===== src/rtl/pipe_hazard_ctrl.sv =====
// -----------------------------------------------------------------------------
// pipe_hazard_ctrl
//
// Hazard / freeze controller beside the decode stage. It tracks the destination
// registers of the two instructions in flight (EX and MEM slots). From them it
// derives the bubble, flush and freeze controls for the IF, IF/ID and ID/EX
// stage registers.
//
// Handshakes:
//   id_valid qualifies every id_* field. With id_valid low the decode fields
//   are ignored and no stall can be raised.
//   mem_req / mem_ready is a request/completion pair. An access completes in
//   the cycle where both are high. mem_req high with mem_ready low freezes the
//   whole pipe in that same cycle. mem_ready without mem_req is ignored.
//
// Parameters:
//   FWD_EN       1: forwarding exists, so only a load in EX whose result is
//                needed by decode causes a stall.
//                0: any RAW against the EX or MEM slot causes a stall.
//   MEM_TIMEOUT  Number of WAIT cycles after which the sticky mem_err sets.
//
// Ports:
//   clk, rst           clock; asynchronous active-high reset
//   id_valid           decode holds a real instruction
//   id_src1, id_src2   source register indices (id_src2 used when id_two_src)
//   id_two_src         id_src2 is a true source
//   id_wb_en           decoded instruction writes back
//   id_mem_r_en        decoded instruction is a load
//   id_dest            decoded destination register
//   ex_branch_taken    branch resolved taken in EX this cycle
//   mem_req, mem_ready memory access request / completion
//   if_freeze          hold PC
//   if_id_freeze       hold IF/ID register
//   if_id_flush        clear IF/ID register
//   id_ex_flush        clear ID/EX register (inserts a bubble)
//   pipe_freeze        hold all stage registers during a memory wait
//   mem_err            sticky memory timeout flag, cleared only by rst
// -----------------------------------------------------------------------------
module pipe_hazard_ctrl #(
   parameter int unsigned FWD_EN      = 0,
   parameter int unsigned MEM_TIMEOUT = 255
) (
   input  logic       clk,
   input  logic       rst,
   input  logic       id_valid,
   input  logic [3:0] id_src1,
   input  logic [3:0] id_src2,
   input  logic       id_two_src,
   input  logic       id_wb_en,
   input  logic       id_mem_r_en,
   input  logic [3:0] id_dest,
   input  logic       ex_branch_taken,
   input  logic       mem_req,
   input  logic       mem_ready,
   output logic       if_freeze,
   output logic       if_id_freeze,
   output logic       if_id_flush,
   output logic       id_ex_flush,
   output logic       pipe_freeze,
   output logic       mem_err
);

   localparam logic [7:0] TIMEOUT = 8'(MEM_TIMEOUT);

   typedef struct packed {
      logic       valid;
      logic       wb_en;
      logic       load;
      logic [3:0] dest;
   } slot_t;

   typedef enum logic {
      ST_IDLE = 1'b0,
      ST_WAIT = 1'b1
   } state_t;

   slot_t      ex_slot, mem_slot, ex_slot_nx;
   state_t     state, state_nx;
   logic [7:0] wait_cnt, wait_cnt_inc;
   logic       err_q;

   logic       match_ex, match_mem, raw;
   logic       mem_freeze, hazard_stall;

   // ---------------------------------------------------------------------------
   // Hazard detection
   // ---------------------------------------------------------------------------
   always_comb begin
      match_ex  = ex_slot.valid & ex_slot.wb_en &
                  ((ex_slot.dest == id_src1) |
                   (id_two_src & (ex_slot.dest == id_src2)));
      match_mem = mem_slot.valid & mem_slot.wb_en &
                  ((mem_slot.dest == id_src1) |
                   (id_two_src & (mem_slot.dest == id_src2)));
      if (FWD_EN != 0) begin
         // Forwarding covers everything except a load result not yet loaded.
         raw = match_ex & ex_slot.load;
      end else begin
         raw = match_ex | match_mem;
      end
      // A taken branch kills the decode instruction anyway, so no stall.
      hazard_stall = id_valid & raw & ~ex_branch_taken;
      mem_freeze   = mem_req & ~mem_ready;
   end

   // Next EX slot: the decode instruction if it advances, else a bubble.
   always_comb begin
      ex_slot_nx = '0;
      if (id_valid & ~hazard_stall & ~ex_branch_taken) begin
         ex_slot_nx.valid = 1'b1;
         ex_slot_nx.wb_en = id_wb_en;
         ex_slot_nx.load  = id_mem_r_en;
         ex_slot_nx.dest  = id_dest;
      end
   end

   // ---------------------------------------------------------------------------
   // Memory wait FSM: next state
   // ---------------------------------------------------------------------------
   always_comb begin
      state_nx     = state;
      wait_cnt_inc = (wait_cnt == 8'hFF) ? wait_cnt : wait_cnt + 8'd1;
      case (state)
         ST_IDLE: if (mem_req & ~mem_ready) state_nx = ST_WAIT;
         ST_WAIT: if (mem_ready)            state_nx = ST_IDLE;
         default: state_nx = ST_IDLE;
      endcase
   end

   // ---------------------------------------------------------------------------
   // State: FSM, wait counter, sticky error, scoreboard
   // ---------------------------------------------------------------------------
   always_ff @(posedge clk or posedge rst) begin
      if (rst) begin
         state    <= ST_IDLE;
         wait_cnt <= 8'd0;
         err_q    <= 1'b0;
         ex_slot  <= '0;
         mem_slot <= '0;
      end else begin
         state <= state_nx;
         if (state == ST_WAIT) begin
            wait_cnt <= wait_cnt_inc;
            // The counter and the flag reach the timeout in the same cycle.
            if (wait_cnt_inc == TIMEOUT) err_q <= 1'b1;
         end else begin
            wait_cnt <= 8'd0;
         end
         // The whole pipe holds during a memory wait, and so does the scoreboard.
         if (~mem_freeze) begin
            mem_slot <= ex_slot;
            ex_slot  <= ex_slot_nx;
         end
      end
   end

   // ---------------------------------------------------------------------------
   // Outputs. These are gated by rst so that they drop at once on reset, even
   // while the memory inputs are still requesting.
   // ---------------------------------------------------------------------------
   always_comb begin
      pipe_freeze  = ~rst & mem_freeze;
      if_freeze    = ~rst & (hazard_stall | mem_freeze);
      if_id_freeze = ~rst & (hazard_stall | mem_freeze);
      // Flushes wait for the first unfrozen cycle; EX still holds the branch.
      if_id_flush  = ~rst & ex_branch_taken & ~mem_freeze;
      id_ex_flush  = ~rst & (ex_branch_taken | hazard_stall) & ~mem_freeze;
      mem_err      = ~rst & err_q;
   end

endmodule


===== config.mk =====
export PLATFORM = sky130hd
export DESIGN_NAME = pipe_hazard_ctrl
export DESIGN_NICKNAME = d
export VERILOG_FILES = /design/src/rtl/pipe_hazard_ctrl.sv
export SDC_FILE = /design/constraint.sdc
export NUM_CORES = 1
export LEC_CHECK = 0
export CAP_MARGIN = 20
export CORE_ASPECT_RATIO = 1.75
export CORE_MARGIN = 1.5
export CORE_UTILIZATION = 53
export CTS_CLUSTER_SIZE = 28
export DETAILED_ROUTE_END_ITERATION = 12
export PLACE_DENSITY = 0.81
export SLEW_MARGIN = 20
export SYNTH_ARGS = -nofsm -noshare
export SYNTH_HDL_FRONTEND = slang
export SYNTH_SLANG_ARGS = --single-unit

===== constraint.sdc =====
create_clock -name clk -period 5.3 [get_ports clk]
set_clock_uncertainty 0.2 [all_clocks]
set_input_delay 1.06 -clock clk [delete_from_list [all_inputs] [get_ports clk]]
set_output_delay 1.06 -clock clk [all_outputs]
set_load 0.01 [all_outputs]

==> flow_summary_export.csv, run 1 <==
group,metric,value,unit
global_routing,antenna_found_initial,0,
sta,slew_violations,0,
synth,syn_avg_cell_area,9.59,sq um
cts,postCtsSetupBuffers,0,
routing,vias,1033,
final_layout,fin_util,69.6,%
global_routing,grt_usage,25.4,%
final_layout,syn_to_final_growth,25.9,%
global_routing,grt_pass1_vias,1056,
routing,drcViolationCount,0,
sta,final_hold_viol_count,0,
final_layout,fillers,180,
setup_path,crit_path_max_fanout,8,
setup_path,endpoint,"if_freeze",
power_and_ir_drop,powerDensity,225,nW/um^2
final_layout,final_cell_mix,"clkdlybuf4s50_1 (25), nand2_1 (23), dfrtp_1 (22), xor2_1 (14), nor2_1 (10)",
die,die_y,67.4,um
power_and_ir_drop,switching_share,23.9,%
setup_path,critPathCaptureType,"output port",
die,io_pins,27,
power_and_ir_drop,switchingPower,85.1,uW
routing,routedWlPerCell,15.6,um
power_and_ir_drop,p_int,272,uW
cts,cts_resized,0,
routing,via_per_inst,5.64,
sta,relSlewSlack,51.0,%
setup_path,r2r-start,"wait_cnt[0]$_DFF_PP0_",
setup_path,cp-startpoint,"id_src1[0]",
power_and_ir_drop,p_clk_share,32.8,%
synth,ys_seq_area_share,43.8,%
routing,wirelength,2.85,mm
setup_path,critPathKind,"in -> out",
global_routing,gr-total-overflow,0,
setup_path,reg2reg_to,"err_q$_DFFE_PP0P_",
final_layout,antennaDiodeCount,0,
placed_design,numPortBuffers,25,
global_routing,grt_max_degree,21,
final_layout,num-nets-final,181,
die,die_w,39.8,um
die,initial_core_util,55.3,%
cts,cts_root_buffer,"clkbuf_8",
outcome,status,"finished clean",
global_routing,grt_pass1_wl,4.55,mm
sta,min_period,4.49,ns
sta,setup_viol,0,
synth,syn-instance-count,131,
synth,syn-cell-area,1260,sq um
synth,ys_warn_count,0,
power_and_ir_drop,power.total,357,uW
cts,clk_pin_slew,0.07,ns
cts,postCtsHoldBufs,0,
sta,rsz0062_at_grt,"no",
routing,drt_iter0_markers,17,
sta,fin_tns_setup,0,ns
run,cap_violations,0,
cts,numCtsBuffers,3,
setup_path,startpoint_type,"primary input",
sta,max_freq,0.223,GHz
synth,yosysUniqueCellTypes,35,
routing,drtPass1Iterations,7,
cts,clkSinkCount,22,
placed_design,gp_congestion,0.777,
setup_path,r2r_slack,3.26,ns
setup_path,arrival,3.23,ns
cts,cts_tree,"yes",
final_layout,drive_gt1_share,8.86,%
power_and_ir_drop,p_leak,0.734,nW
power_and_ir_drop,combPwrFrac,15.7,%
synth,netlist.area_leader.share,43.8,%
final_layout,final_common_cell,"clkdlybuf4s50_1",
synth,syn_nets,153,
die,core,2270,sq um
cts,clockBufferDepth,2,
power_and_ir_drop,pwr-share-seq,51.5,%
setup_path,rr_worst_depth,6,
cts,h-tree-depth,1,
synth,ys_seq_elements,22,
cts,insertion_delay,0.26,ns
placed_design,dpl.hpwl,2.28,mm
final_layout,regArea,551,sq um
final_layout,multi_input_area,668,sq um
die,die-area,2680,sq um
power_and_ir_drop,irDropWorstVdd,0.222,mV
sta,min_period_over_period,84.8,%
setup_path,critPathRequiredTime,4.04,ns
min_path,hold_class,"reg -> reg",
synth,yosysTopAreaCell,"dfrtp_1",
synth,ys_top_cells_by_area,"dfrtp_1 (44%), xor2_1 (9.8%), nand2_1 (6.9%)",
die,num_rows,23,
sta,worst_slew_pin_slew,0.733,ns
routing,ant_nets,0,
## registers in the layout (all words and copies together), names as in the netlist
name,cells
err_q,1
wait_cnt,8
ex_slot,6
state,1
mem_slot,6
## routing by layer
layer | global-route usage, % | vias to the layer above | routed length, um
met4 | 9.05 | 0 | 24
met2 | 50.6 | 21 | 1740
met5 | 0 | - | 0
li1 | - | 518 | -
met3 | 2.96 | 2 | 76
met1 | 23.9 | 492 | 1010
## cells by family (layout without fill, tap and decap cells)
family / after synthesis / count (layout) / share of synthesized area [%]
buf+inv: 7 / 34 / 2.99
simple gates: 56 / 56 / 21.9
compound gates: 25 / 25 / 16.0
mux: 3 / 3 / 2.39
fa+ha+maj: 1 / 1 / 0.996
flops: 22 / 22 / 43.8
xor+xnor: 17 / 17 / 11.9
## synth_stat cells
cell type	instances
a2111oi_2	1
a21oi_1	1
a22o_1	1
a31o_1	1
a31oi_1	7
a32o_1	5
and2_1	1
and3_1	2
and3_2	2
and3_4	1
buf_4	1
buf_6	1
clkbuf_1	2
dfrtp_1	22
ha_1	1
inv_1	3
mux2i_1	3
nand2_1	23
nand2b_1	3
nand3_1	4
nand3_2	1
nor2_1	10
nor2b_1	2
nor3_1	3
nor3b_1	1
nor4_1	2
nor4bb_1	1
o211ai_1	1
o21ai_0	4
o21ai_2	1
o22a_2	1
o31ai_1	1
o32ai_2	1
xnor2_1	3
xor2_1	14
## critical path: stages
cell and delay (ns):
clkdlybuf4s50_1 0.45, xor2_1 0.17, nor4_1 0.29, a31oi_1 0.08, o22a_2 0.30, o32ai_2 0.29, clkdlybuf4s50_1 0.59
## cell type report
type / count / share of cell area (%)
Timing Repair Buffer: 27 / 16.8
Inverter: 3 / 0.712
Sequential cell: 22 / 34.8
Multi-Input combinational cell: 102 / 42.2
Clock buffer: 4 / 3.48
Tap cell: 25 / 1.98
## power groups by stage
stage	Clock (mW)	Sequential, mW	Combinational (mW)
2_1_floorplan	0	0.185	0.0289
3_3_place_gp	0	0.186	0.0549
3_5_place_dp	0	0.187	0.0571
4_1_cts	0.120	0.184	0.0573
5_1_grt	0.124	0.185	0.0628
6_report	0.117	0.184	0.0561
## worst min-delay path by stage
stage               slack, ns               startpoint                       to  cells after the start
CTS                      0.28  mem_slot[5]$_DFFE_PP0N_  mem_slot[5]$_DFFE_PP0N_                      2
global placement         0.25        err_q$_DFFE_PP0P_        err_q$_DFFE_PP0P_                      1
detailed placement       0.26  mem_slot[5]$_DFFE_PP0N_  mem_slot[5]$_DFFE_PP0N_                      2
floorplan                0.23        err_q$_DFFE_PP0P_        err_q$_DFFE_PP0P_                      1
finish                   0.27        err_q$_DFFE_PP0P_        err_q$_DFFE_PP0P_                      1
global route             0.30        err_q$_DFFE_PP0P_        err_q$_DFFE_PP0P_                      1
## per-stage QoR
| stage | setup WS, ns | hold WS, ns | cell area (sq um) | cells |
|---|---|---|---|---|
| after floorplan | 1.74 | 0.231 | 1260 | 131 |
| after global placement | 0.836 | 0.249 | 1530 | 179 |
| after detailed placement | 0.785 | 0.256 | 1530 | 179 |
| after CTS | 0.784 | 0.275 | 1580 | 183 |
| after global routing | 0.641 | 0.296 | 1580 | 183 |
| final | 0.807 | 0.272 | 1580 | 183 |
Note: power is estimated with default switching activity, not from simulation.
==> run 2: changes to the inputs <==
- CORE_UTILIZATION: 53 -> 50
- PLACE_DENSITY: 0.81 -> 0.77
- clock period: 5.3 -> 4.4 ns (I/O delays scaled with it)
==> flow_summary_export.csv, run 2 (synthesis gave the netlist of run 1 again) <==
group,metric,value,unit
final_layout,final_cell_mix,"clkdlybuf4s50_1 (25), nand2_1 (23), dfrtp_1 (22), xor2_1 (14), nor2_1 (10)",
cts,clk_pin_slew,0.07,ns
outcome,status,"finished clean",
sta,max_freq,0.244,GHz
setup_path,critPathMaxStageDelay,0.58,ns
placed_design,place_ws,0.289,ns
sta,fin_ws,0.299,ns
routing,vias,1039,
sta,rsz0062_at_grt,"no",
power_and_ir_drop,p_clk_share,32.7,%
setup_path,crit_path_max_fanout,8,
routing,route.met3.wl,76,um
cts,postCtsSetupBuffers,0,
die,die-area,2830,sq um
cts,postCtsHoldBufs,0,
cts,h-tree-depth,1,
power_and_ir_drop,power.total,428,uW
setup_path,critPathBufInv,2,
final_layout,final_common_cell,"clkdlybuf4s50_1",
cts,clkSinkCount,22,
power_and_ir_drop,irDropWorstVdd,0.211,mV
placed_design,numPortBuffers,25,
routing,via_per_inst,5.68,
placed_design,placed_cell_area,1530,sq um
power_and_ir_drop,powerDensity,271,nW/um^2
setup_path,critPathTopFamily,"buffers and inverters",
setup_path,critPathCaptureType,"output port",
min_path,hold_class,"reg -> reg",
power_and_ir_drop,pwr-share-seq,51.6,%
final_layout,fillers,201,
global_routing,grt_pass1_wl,4.64,mm
routing,wl_met1,954,um
setup_path,arrival,3.02,ns
final_layout,largestRegisters,"wait_cnt x8, ex_slot x6, mem_slot x6",
cts,insertion_delay,0.26,ns
setup_path,startpoint_type,"primary input",
final_layout,antennaDiodeCount,0,
routing,ant_nets,0,
routing,top_layer_used,"met4",
final_layout,num-nets-final,181,
die,core,2330,sq um
global_routing,gr-total-overflow,0,
routing,wl_met2,1.71,mm
global_routing,grt_usage,23.4,%
sta,slew_violations,0,
placed_design,dpl.hpwl,2.28,mm
power_and_ir_drop,switching_share,23.6,%
setup_path,critPathRequiredTime,3.32,ns
sta,final_hold_viol_count,0,
routing,routedWlPerCell,15.1,um
sta,fin_tns_setup,0,ns
cts,cts_resized,0,
setup_path,crit_chain,"clkdlybuf4s50_1, xor2_1, nor3_1, a31oi_1, o22a_2, o32ai_2, clkdlybuf4s50_1",
global_routing,antenna_found_initial,0,
global_routing,grt_max_degree,19,
routing,wirelength,2.77,mm
die,die_w,40.9,um
cts,clockBufferDepth,2,
final_layout,finalInstanceArea,1580,sq um
power_and_ir_drop,p_leak,0.734,nW
routing,drtPass1Iterations,5,
die,io_pins,27,
final_layout,drive_gt1_share,8.86,%
setup_path,crit_top_cell,"clkdlybuf4s50_1",
power_and_ir_drop,switchingPower,101,uW
cts,numCtsBuffers,3,
final_layout,largest-register,"wait_cnt",
sta,min_period,4.10,ns
die,num_rows,23,
power_and_ir_drop,combPwrFrac,15.7,%
cts,cts_root_buffer,"clkbuf_8",
sta,setup_viol,0,
run,cap_violations,0,
die,initial_core_util,53.9,%
power_and_ir_drop,p_int,327,uW
sta,relSlewSlack,51.2,%
setup_path,slowest_stage,"clkdlybuf4s50_1",
die,die_y,69.3,um
setup_path,critPathKind,"in -> out",
routing,drcViolationCount,0,
placed_design,gp_congestion,0.755,
cts,cts_tree,"yes",
final_layout,syn_to_final_growth,25.9,%
global_routing,grt_pass1_vias,1105,
final_layout,largest_reg_flops,8,
routing,drt_iter0_markers,15,
sta,min_period_over_period,93.2,%
sta,worst_slew_pin_slew,0.730,ns
run 2: cell type report:
class,count,area (sq um),area share (%)
inverter,3,11.3,0.712
timing repair buffer,27,265,16.8
clock buffer,4,55.1,3.48
sequential,22,551,34.8
multi-input combinational,102,668,42.2
tap,25,31.3,1.98
run 2: worst paths after layout:
kind / endpoint / slack, ns / startpoint / cells after the start
min in group asynchronous: mem_slot[3]$_DFFE_PP0N_ / 0.75 / rst / 2
max in group asynchronous: mem_slot[5]$_DFFE_PP0N_ / 2.75 / rst / 3
worst max register to register: err_q$_DFFE_PP0P_ / 2.33 / wait_cnt[0]$_DFF_PP0_ / 6
worst min register to register: err_q$_DFFE_PP0P_ / 0.27 / err_q$_DFFE_PP0P_ / 1
worst max-delay path: if_id_freeze / 0.30 / id_src2[3] / 7
worst min-delay path: err_q$_DFFE_PP0P_ / 0.27 / err_q$_DFFE_PP0P_ / 1
run 2: per-stage QoR:
step                std cells  hold slack (ns)  util [%]
detailed placement        179            0.256      65.5
finish                    183            0.266      67.8
CTS                       183            0.274      67.8
global placement          179            0.247      65.5
floorplan                 131            0.231         -
global route              183            0.293      67.8
run 2: metal layers:
layer / global-route usage [%] / up-vias
met5: 0 / -
met4: 8.15 / 0
met3: 3.53 / 4
met2: 43.8 / 18
met1: 22.3 / 496
li1: - / 521
run 2: power by group through the flow:
stage,clock [mW],sequential (mW),combinational (mW)
final,0.140,0.221,0.0670
after global routing,0.151,0.222,0.0762
after CTS,0.145,0.221,0.0682
after detailed placement,0,0.225,0.0679
after global placement,0,0.225,0.0657
after floorplan,0,0.223,0.0349
run 2: worst register-to-register path, cell delays in order, from the launching register on:
cell and delay [ns]:
dfrtp_1 0.44, ha_1 0.30, nand2_1 0.16, and3_1 0.16
o21ai_0 0.11, a2111oi_2 0.45, a31o_1 0.20
